File: src/rtl/fetch_pkg.sv
// Shared definitions for the instruction fetch sequencer: state encoding,
// instruction size and the fetch-address legality check.
package fetch_pkg;

  localparam logic [2:0] S_IDLE  = 3'd0;
  localparam logic [2:0] S_FETCH = 3'd1;
  localparam logic [2:0] S_STALL = 3'd2;
  localparam logic [2:0] S_DRAIN = 3'd3;
  localparam logic [2:0] S_DONE  = 3'd4;

  typedef enum logic [2:0] {
    ST_IDLE  = S_IDLE,
    ST_FETCH = S_FETCH,
    ST_STALL = S_STALL,
    ST_DRAIN = S_DRAIN,
    ST_DONE  = S_DONE
  } fetch_state_t;

  localparam int INSTR_BYTES = 4;

  // A PC is fetchable when word-aligned and no later than the last word slot.
  function automatic logic pc_ok(input logic [63:0] pc, input logic [63:0] last_pc);
    return (pc <= last_pc) && (pc[1:0] == 2'b00);
  endfunction

endpackage

File: src/rtl/inst_fetch_ctrl_if.sv
// Memory address/data and decode hand-off signals of the fetch sequencer.
// instr_valid/instr_ready: a word transfers on every rising edge where both are 1;
// while instr_valid=1 and instr_ready=0 the master holds instr and instr_pc stable.
interface inst_fetch_ctrl_if #(
  parameter int ADDR_W = 32
);
  logic [ADDR_W-1:0] mem_pc;
  logic [31:0]       mem_instr;
  logic              instr_valid;
  logic              instr_ready;
  logic [31:0]       instr;
  logic [ADDR_W-1:0] instr_pc;

  modport master (
    output mem_pc, instr_valid, instr, instr_pc,
    input  mem_instr, instr_ready
  );

  modport slave (
    input  mem_pc, instr_valid, instr, instr_pc,
    output mem_instr, instr_ready
  );
endinterface

File: src/rtl/fetch_out_slot.sv
// One-entry valid/ready output register: loads a fetched word, flushes on redirect,
// holds under back-pressure and empties itself once the word is consumed.
module fetch_out_slot #(
  parameter int ADDR_W = 32
) (
  input  logic              clock,
  input  logic              reset,
  input  logic              load,
  input  logic              flush,
  input  logic [31:0]       d_instr,
  input  logic [ADDR_W-1:0] d_pc,
  input  logic              ready,
  output logic              valid,
  output logic [31:0]       instr,
  output logic [ADDR_W-1:0] instr_pc,
  output logic              slot_free
);

  // Free when empty, or when the current word leaves at this edge.
  assign slot_free = !valid || ready;

  always_ff @(posedge clock) begin
    if (!reset) begin
      valid    <= 1'b0;
      instr    <= '0;
      instr_pc <= '0;
    end else if (flush) begin
      valid <= 1'b0;
    end else if (load) begin
      valid    <= 1'b1;
      instr    <= d_instr;
      instr_pc <= d_pc;
    end else if (valid && ready) begin
      valid <= 1'b0;
    end
  end

endmodule

File: src/rtl/inst_fetch_ctrl.sv
// Fetch sequencer: walks mem_pc through instruction memory, hands words to decode
// through fetch_out_slot, and handles stall, redirect/flush and end-of-program halt.
module inst_fetch_ctrl
  import fetch_pkg::*;
#(
  parameter int                ADDR_W    = 32,
  parameter logic [ADDR_W-1:0] RESET_PC  = '0,
  parameter int                MEM_BYTES = 24
) (
  input  logic              clock,
  input  logic              reset,
  input  logic              start,
  input  logic              redirect_valid,
  input  logic [ADDR_W-1:0] redirect_pc,
  inst_fetch_ctrl_if.master bus,
  output logic              halted,
  output logic              fetch_err,
  output logic [2:0]        dbg_state
);

  localparam logic [63:0] LAST_PC = 64'(MEM_BYTES - INSTR_BYTES);

  fetch_state_t      state;
  logic [ADDR_W-1:0] mem_pc_q;
  logic              slot_valid;
  logic              slot_free;
  logic              in_range;
  logic              redirect_ok;
  logic              active;
  logic              flush;
  logic              load;

  assign in_range    = pc_ok(64'(mem_pc_q), LAST_PC);
  assign redirect_ok = pc_ok(64'(redirect_pc), LAST_PC);
  assign active      = (state == ST_FETCH) || (state == ST_STALL) || (state == ST_DRAIN);

  // Redirect beats capture; a stalled word is re-offered from STALL the edge ready rises.
  assign flush = active && redirect_valid;
  assign load  = !flush &&
                 (((state == ST_FETCH) && in_range && slot_free) ||
                  ((state == ST_STALL) && bus.instr_ready));

  assign bus.mem_pc      = mem_pc_q;
  assign bus.instr_valid = slot_valid;
  assign dbg_state       = state;

  fetch_out_slot #(
    .ADDR_W (ADDR_W)
  ) u_slot (
    .clock     (clock),
    .reset     (reset),
    .load      (load),
    .flush     (flush),
    .d_instr   (bus.mem_instr),
    .d_pc      (mem_pc_q),
    .ready     (bus.instr_ready),
    .valid     (slot_valid),
    .instr     (bus.instr),
    .instr_pc  (bus.instr_pc),
    .slot_free (slot_free)
  );

  always_ff @(posedge clock) begin
    if (!reset) begin
      state     <= ST_IDLE;
      mem_pc_q  <= RESET_PC;
      halted    <= 1'b0;
      fetch_err <= 1'b0;
    end else begin
      if (load) begin
        mem_pc_q <= mem_pc_q + ADDR_W'(INSTR_BYTES);
      end
      if (flush) begin
        if (redirect_ok) begin
          mem_pc_q <= redirect_pc;
          state    <= ST_FETCH;
        end else begin
          fetch_err <= 1'b1;
          halted    <= 1'b1;
          state     <= ST_DONE;
        end
      end else begin
        case (state)
          ST_IDLE: begin
            if (start) state <= ST_FETCH;
          end
          ST_FETCH: begin
            if (in_range) begin
              if (!slot_free) state <= ST_STALL;
            end else if (slot_valid && !bus.instr_ready) begin
              state <= ST_DRAIN;
            end else begin
              halted <= 1'b1;
              state  <= ST_DONE;
            end
          end
          ST_STALL: begin
            if (bus.instr_ready) state <= ST_FETCH;
          end
          ST_DRAIN: begin
            if (bus.instr_ready) begin
              halted <= 1'b1;
              state  <= ST_DONE;
            end
          end
          ST_DONE: begin
            state <= ST_DONE;
          end
          default: begin
            state <= ST_IDLE;
          end
        endcase
      end
    end
  end

endmodule

File: src/flat_wrapper.sv
// flat-port wrapper written by rule: the top's interface ports become plain ports
module inst_fetch_ctrl_flat import fetch_pkg::*;
#(
  parameter int                ADDR_W    = 32,
  parameter logic [ADDR_W-1:0] RESET_PC  = '0,
  parameter int                MEM_BYTES = 24
)
  (clock, reset, start, redirect_valid, redirect_pc, halted, fetch_err, dbg_state, bus_mem_pc, bus_instr_valid, bus_instr, bus_instr_pc, bus_mem_instr, bus_instr_ready);
  inst_fetch_ctrl_if #(.ADDR_W(ADDR_W)) bus_i ();
  input  logic clock;
  input  logic reset;
  input  logic start;
  input  logic redirect_valid;
  input  logic [ADDR_W-1:0] redirect_pc;
  output logic halted;
  output logic fetch_err;
  output logic [2:0] dbg_state;
  output wire logic [$bits(bus_i.mem_pc)-1:0] bus_mem_pc;
  output wire logic [$bits(bus_i.instr_valid)-1:0] bus_instr_valid;
  output wire logic [$bits(bus_i.instr)-1:0] bus_instr;
  output wire logic [$bits(bus_i.instr_pc)-1:0] bus_instr_pc;
  input wire logic [$bits(bus_i.mem_instr)-1:0] bus_mem_instr;
  input wire logic [$bits(bus_i.instr_ready)-1:0] bus_instr_ready;
  assign bus_mem_pc = bus_i.mem_pc;
  assign bus_instr_valid = bus_i.instr_valid;
  assign bus_instr = bus_i.instr;
  assign bus_instr_pc = bus_i.instr_pc;
  assign bus_i.mem_instr = bus_mem_instr;
  assign bus_i.instr_ready = bus_instr_ready;
  inst_fetch_ctrl #(.ADDR_W(ADDR_W), .RESET_PC(RESET_PC), .MEM_BYTES(MEM_BYTES)) u_core (.clock(clock), .reset(reset), .start(start), .redirect_valid(redirect_valid), .redirect_pc(redirect_pc), .bus(bus_i), .halted(halted), .fetch_err(fetch_err), .dbg_state(dbg_state));
endmodule
File: config.mk
export PLATFORM = sky130hd
export DESIGN_NAME = inst_fetch_ctrl_flat
export DESIGN_NICKNAME = d
export VERILOG_FILES = /design/src/rtl/fetch_pkg.sv /design/src/rtl/inst_fetch_ctrl_if.sv /design/src/rtl/fetch_out_slot.sv /design/src/rtl/inst_fetch_ctrl.sv /design/src/flat_wrapper.sv
export SDC_FILE = /design/constraint.sdc
export NUM_CORES = 1
export LEC_CHECK = 0
export CAP_MARGIN = 20
export CORE_MARGIN = 2
export CORE_UTILIZATION = 45
export CTS_CLUSTER_SIZE = 16
export DETAILED_ROUTE_END_ITERATION = 10
export PLACE_DENSITY = 0.82
export SETUP_SLACK_MARGIN = 0.1
export SLEW_MARGIN = 20
export SYNTH_ARGS = -nofsm -noshare
export SYNTH_HDL_FRONTEND = slang
export SYNTH_SLANG_ARGS = --single-unit
export TNS_END_PERCENT = 30
File: constraint.sdc
create_clock -name clock -period 5.1 [get_ports clock]
set_input_delay 0.51 -clock clock [delete_from_list [all_inputs] [get_ports clock]]
set_output_delay 0.51 -clock clock [all_outputs]
set_load 0.05 [all_outputs]
After elaboration in Yosys (flattened, before gate mapping)
Cells that the tools add are included.

Register bits after elaboration: 102. Input port bits: 69. Logic and storage cells: 70.

$add $sub $neg: 1. Magnitude comparators: 2. Eq/ne operators: 11. Multiplexer cells: 20. Bitwise gates (word level): 3. Reductions and logical operators: 26.

Operator list (number): two-way mux 32 bit (3); <= comparator 32 x 5 -> 1 bit, second input constant (2); adder 32 x 3 -> 32 bit, second input constant (1); two-way mux 3 bit (8); case mux 3 bit (5 select lines) (1); inequality test 3 x 2 -> 1 bit, second input constant (4); logical AND 1 bit (9); two-way mux 1 bit (7); equality test 3 x 2 -> 1 bit, second input constant (2); AND reduction 5 bit (1); zero test 2 bit (2); logical OR 1 bit (4); inequality test 4 bit, second input constant (1); AND reduction 2 bit (2); AND reduction 4 bit (1); equality test 3 x 1 -> 1 bit, second input constant (1); equality test 3 bit, second input constant (1); zero test 1 bit (3); zero test 3 bit (1); inequality test 3 bit, second input constant (1); NOT 1 bit (3); nonzero test 3 bit (1); inequality test 2 bit, second input constant (1); case mux 1 bit (2 select lines) (1); 2 further kinds (2).

Logic depth before layout (Yosys ltp)
Word-level depth: 9. Gate-level depth with buffers: 12. Mapped depth without buffers: 8.

Hierarchy
From an unflattened synthesis, not the netlist that was laid out.

Cells, all modules: 537. Area total of the unflattened synthesis: 4737.0 um^2.

Modules (own cells, without submodules): fetch_out_slot (times used 1, cells an instance 283, area each 2675.1 um^2, sequential area each 1301.2 um^2); inst_fetch_ctrl (times used 1, cells an instance 254, area each 2062.0 um^2, sequential area each 740.7 um^2).

Worst setup path before layout
No wires, ideal clock.

Kind: reg2reg. Start point: register u_core.mem_pc_q[2] (netlist: u_core.bus.mem_pc[2]). End point: register u_core.mem_pc_q[2] (netlist: u_core.bus.mem_pc[2]). Library setup time: 0.133 ns. Arrival time: 2.358 ns. Slack: 2.609 ns. Stages on the path, launching flop included: 13. Buffers on the path: 4. Cell sequence: dfxtp_1 -> inv_1 -> ha_1 -> nor2_1 -> nand2_1 -> and4b_1 -> buf_2 -> or2_1 -> buf_2 -> buf_4 -> buf_4 -> nand4_1 -> o221ai_1.

Cells in the longest elaborated chain, start to end: 9. Elaborated cells between the ends (all ways): 10. Those cells by class: add/sub: 1; order compare: 1; mux: 3; reduce/logical: 5.

Ends and longest elaborated chain: start: declaration (RTL line inst_fetch_ctrl.sv:24) `logic [ADDR_W-1:0] mem_pc_q;`; start signal: assignment (RTL line inst_fetch_ctrl.sv:71) `mem_pc_q <= mem_pc_q + ADDR_W'(INSTR_BYTES);`; start signal: assignment (RTL line inst_fetch_ctrl.sv:75) `mem_pc_q <= redirect_pc;`; <= comparator 32 x 5 -> 1 bit (RTL line fetch_pkg.sv:23) `return (pc <= last_pc) && (pc[1:0] == 2'b00);`; logical AND 1 bit (RTL line fetch_pkg.sv:23); logical AND 1 bit (2 in series) (RTL line inst_fetch_ctrl.sv:40) `(((state == ST_FETCH) && in_range && slot_free) ||`; logical OR 1 bit (RTL line inst_fetch_ctrl.sv:40); logical AND 1 bit (RTL line inst_fetch_ctrl.sv:39) `assign load = !flush &&`; two-way mux 32 bit * (RTL line inst_fetch_ctrl.sv:70) `if (load) begin`; two-way mux 32 bit (RTL line inst_fetch_ctrl.sv:74) `if (redirect_ok) begin`; two-way mux 32 bit * (RTL line inst_fetch_ctrl.sv:73) `if (flush) begin`.

Mark *: on every way between the ends. The rest lies on a longest branch, timed or not. A chain may end at the register's enable or synchronous reset.

Worst setup path in the final report
Start point: register u_core.mem_pc_q[21] (netlist: u_core.bus.mem_pc[21]). End point: register u_core.u_slot.instr_pc[17].

Cells in the longest elaborated chain, start to end: 7.

Ends and longest elaborated chain: <= comparator 32 x 5 -> 1 bit (RTL line fetch_pkg.sv:23); logical AND 1 bit (RTL line fetch_pkg.sv:23); logical AND 1 bit (2 in series) (RTL line inst_fetch_ctrl.sv:40); logical OR 1 bit (RTL line inst_fetch_ctrl.sv:40); logical AND 1 bit (RTL line inst_fetch_ctrl.sv:39); AND reduction 2 bit (no line); end signal: assignment (RTL line fetch_out_slot.sv:32) `instr_pc <= d_pc;`; end: declaration (RTL line fetch_out_slot.sv:15) `output logic [ADDR_W-1:0] instr_pc,`.

No other way between the ends.

==> impl_metrics.json <==
{
  "max_freq_ghz": 0.336,
  "tns_ns": 0,
  "ys_types": 51,
  "wl_um": 12100,
  "reg2reg_depth": 8,
  "wl_met3_um": 1010,
  "cts.repair.resized": 0,
  "dr.pass1.iters": 4,
  "yosys_warnings": 0,
  "status": "completed",
  "rr_startpoint": "u_core.bus.mem_pc[21]$_SDFF_PN0_",
  "netlist_area_um2": 4450,
  "end_kind": "register",
  "met1Wirelength_um": 5000,
  "synthTopCellsByCount": "146 x nand2_1, 102 x dfxtp_1, 39 x a21boi_1, 35 x nor2_1, 26 x a21boi_0",
  "dieHeight_um": 103,
  "die_x_um": 103,
  "ios": 171,
  "cts_made_buffers": 9,
  "crit_path_start_kind": "register",
  "totalPowerFinal_mw": 1.66,
  "viasPerCell": 5.22,
  "cp_slowest_cell": "or2_2",
  "rows": 36,
  "hold_path.startpoint": "u_core.u_slot.instr_pc[26]$_SDFFE_PN0P_",
  "rsz0062_at_grt": "no",
  "maxCapViolCount": 0,
  "cts-root-buf": "clkbuf_8",
  "cts_sinks": 102,
  "grt_max_degree": 78,
  "p_per_area_nw_per_um2": 261,
  "ys_ff_latch": 102,
  "hold_end": "u_core.u_slot.instr_pc[26]$_SDFFE_PN0P_",
  "final_antenna_net_count": 0,
  "ys.flop_type": "dfxtp_1",
  "syn_inst": 533,
  "clk_pin_slew_ns": 0.10,
  "cts_setup_buffers": 0,
  "fin_nets": 754,
  "antenna_found_initial": 0,
  "overflow": 0,
  "hold_ws_ns": 0.455,
  "synth-edff-count": 0,
  "htree_levels": 3,
  "area_growth_pct": 43.0,
  "initialDrtViolationCount": 181,
  "clk_path_buf_depth": 2,
  "hold_class": "reg2reg",
  "ys_seq_area_frac": 0.459,
  "clk_latency_ns": 0.35,
  "leakage_nw": 2.15,
  "synth_most_common_cell": "nand2_1",
  "crit_top_cell": "buf_4",
  "portBuffers": 170,
  "place_congestion": 0.801,
  "fin_worst_skew_ns": 0.00979,
  "reg2reg_slack_ns": 2.13,
  "synth_area_leader_cell": "dfxtp_1",
  "grt_pass1_wl_um": 19100,
  "wl_per_cell_um": 14.8,
  "synthesis.nets": 605,
  "utilization": 0.657,
  "fin_cells": 819,
  "synth_top_cell_area_share": 0.459,
  "setup_viol": 0,
  "routed.top_layer": "met4",
  "async_flop_share": 0,
  "fin_crit_ns": 2.97,
  "critPathMaxStageDelay_ns": 0.76,
  "period_share": 0.583,
  "timing.rr.end": "u_core.u_slot.instr_pc[17]$_SDFFE_PN0P_",
  "dp.cells": 804,
  "initial_core_util": 0.459,
  "drv_slew": 0,
  "core_area_um2": 9680,
  "dieArea_um2": 10700,
  "holdPathStages": 2,
  "track_usage": 0.224,
  "hpwl_um": 8790,
  "required_ns": 5.38,
  "hold_viol": 0,
  "diodes": 0,
  "drc": 0,
  "grt_pass1_vias": 4197,
  "crit_type": "reg2reg",
  "arrival_ns": 3.26,
  "crit_chain": "nor4_1 -> and4_1 -> and4b_1 -> buf_4 -> or2_2 -> buf_4 -> nand2_1 -> a21boi_0",
  "hold_buffers": 0,
  "path_max_fanout": 50,
  "cts_tree": "done",
  "slew_headroom": 0.303,
  "yosys-top-cells-area": "dfxtp_1 46%, nand2_1 12%, a21boi_1 6.6%, a21boi_0 4.4%, xor2_1 4.3%",
  "syn_avg_cell_area_um2": 8.35,
  "vias": 4277,
  "drive_gt1_frac": 0.0481,
  "dr_wl_met2_um": 5960,
  "tightest_slew_ns": 1.05,
  "max-vdd-ir-drop_mv": 0.157
}
-- layout make-up --
| type | count | area, um2 |
|---|---|---|
| clock buffers | 10 | 128 |
| well taps | 133 | 166 |
| multi-input cells | 390 | 2220 |
| clock inverters | 5 | 60.1 |
| fillers | 838 | 3320 |
| flip-flops and latches | 102 | 2040 |
| inverters | 4 | 15.0 |
| repair buffers | 175 | 1730 |
-- routing by layer --
metal / vias up / global-route usage
met3: 17 / 0.0665
met2: 173 / 0.409
li1: 2113 / -
met1: 1974 / 0.253
met5: - / 0
met4: 0 / 0.0628
-- kinds of logic (layout without fill, tap and decap cells) --
kind of cell,after synthesis,in the layout,synth area share
AND/OR/NAND/NOR,248,248,0.257
flip-flops,102,102,0.459
buffers and inverters,41,194,0.0444
AO/OA/AOI/OAI,114,114,0.182
adder cells (fa/ha/maj),3,3,0.00844
XOR/XNOR,25,25,0.0492
-- cells in the final DEF, fill, tap and decap left out, types with 5 or more instances in the layout --
master / synthesis / routed
a21boi_0: 26 / 26
a21boi_1: 39 / 39
a21oi_1: 10 / 10
buf_4: 4 / 5
clkbuf_8: 0 / 9
clkdlybuf4s50_1: 0 / 169
dfxtp_1: 102 / 102
nand2_1: 146 / 146
nand3_1: 7 / 7
nand4_1: 5 / 5
nor2_1: 35 / 34
nor3_1: 7 / 7
nor4_1: 14 / 14
o2111ai_1: 7 / 7
o211ai_1: 7 / 7
o21ai_0: 14 / 14
xor2_1: 22 / 22
-- stage by stage --
step / setup slack, ns / cell area [um2]
4_1_cts: 2.11 / 6360
6_report: 2.13 / 6360
5_1_grt: 1.83 / 6360
3_3_place_gp: 1.91 / 6170
2_1_floorplan: 2.61 / 4450
3_5_place_dp: 1.78 / 6170
-- state kept, by name, indices dropped and copies added (netlist names) --
| register | count |
|---|---|
| u_core.u_slot.instr | 32 |
| u_core.bus.mem_pc | 32 |
| u_core.halted | 1 |
| u_core.u_slot.valid | 1 |
| u_core.dbg_state | 3 |
| u_core.u_slot.instr_pc | 32 |
| u_core.fetch_err | 1 |
-- worst max-delay path by stage --
stage,startpoint,to,slack [ns],depth (start not counted)
2_1_floorplan,u_core.bus.mem_pc[2]$_SDFF_PN0_,u_core.bus.mem_pc[2]$_SDFF_PN0_,2.61,12
3_3_place_gp,redirect_valid,u_core.u_slot.instr_pc[17]$_SDFFE_PN0P_,1.91,9
3_5_place_dp,redirect_valid,u_core.u_slot.instr_pc[17]$_SDFFE_PN0P_,1.78,9
4_1_cts,u_core.bus.mem_pc[28]$_SDFF_PN0_,u_core.u_slot.instr_pc[1]$_SDFFE_PN0P_,2.11,8
5_1_grt,u_core.bus.mem_pc[21]$_SDFF_PN0_,u_core.u_slot.instr_pc[17]$_SDFFE_PN0P_,1.83,8
6_report,u_core.bus.mem_pc[21]$_SDFF_PN0_,u_core.u_slot.instr_pc[17]$_SDFFE_PN0P_,2.13,8
-- worst max-delay path, delay by kind of cell, from the launching register on --
family | cells | cell delay [ns]
buffers and inverters | 2 | 0.62
flip-flops | 1 | 0.40
AO/OA/AOI/OAI | 1 | 0.16
AND/OR/NAND/NOR | 5 | 1.69
-- report_power, final --
group | switching, mW | internal (mW)
sequential | 0.0221 | 0.822
combinational | 0.194 | 0.125
clock | 0.272 | 0.227
Note: power is estimated with default switching activity, not from simulation.
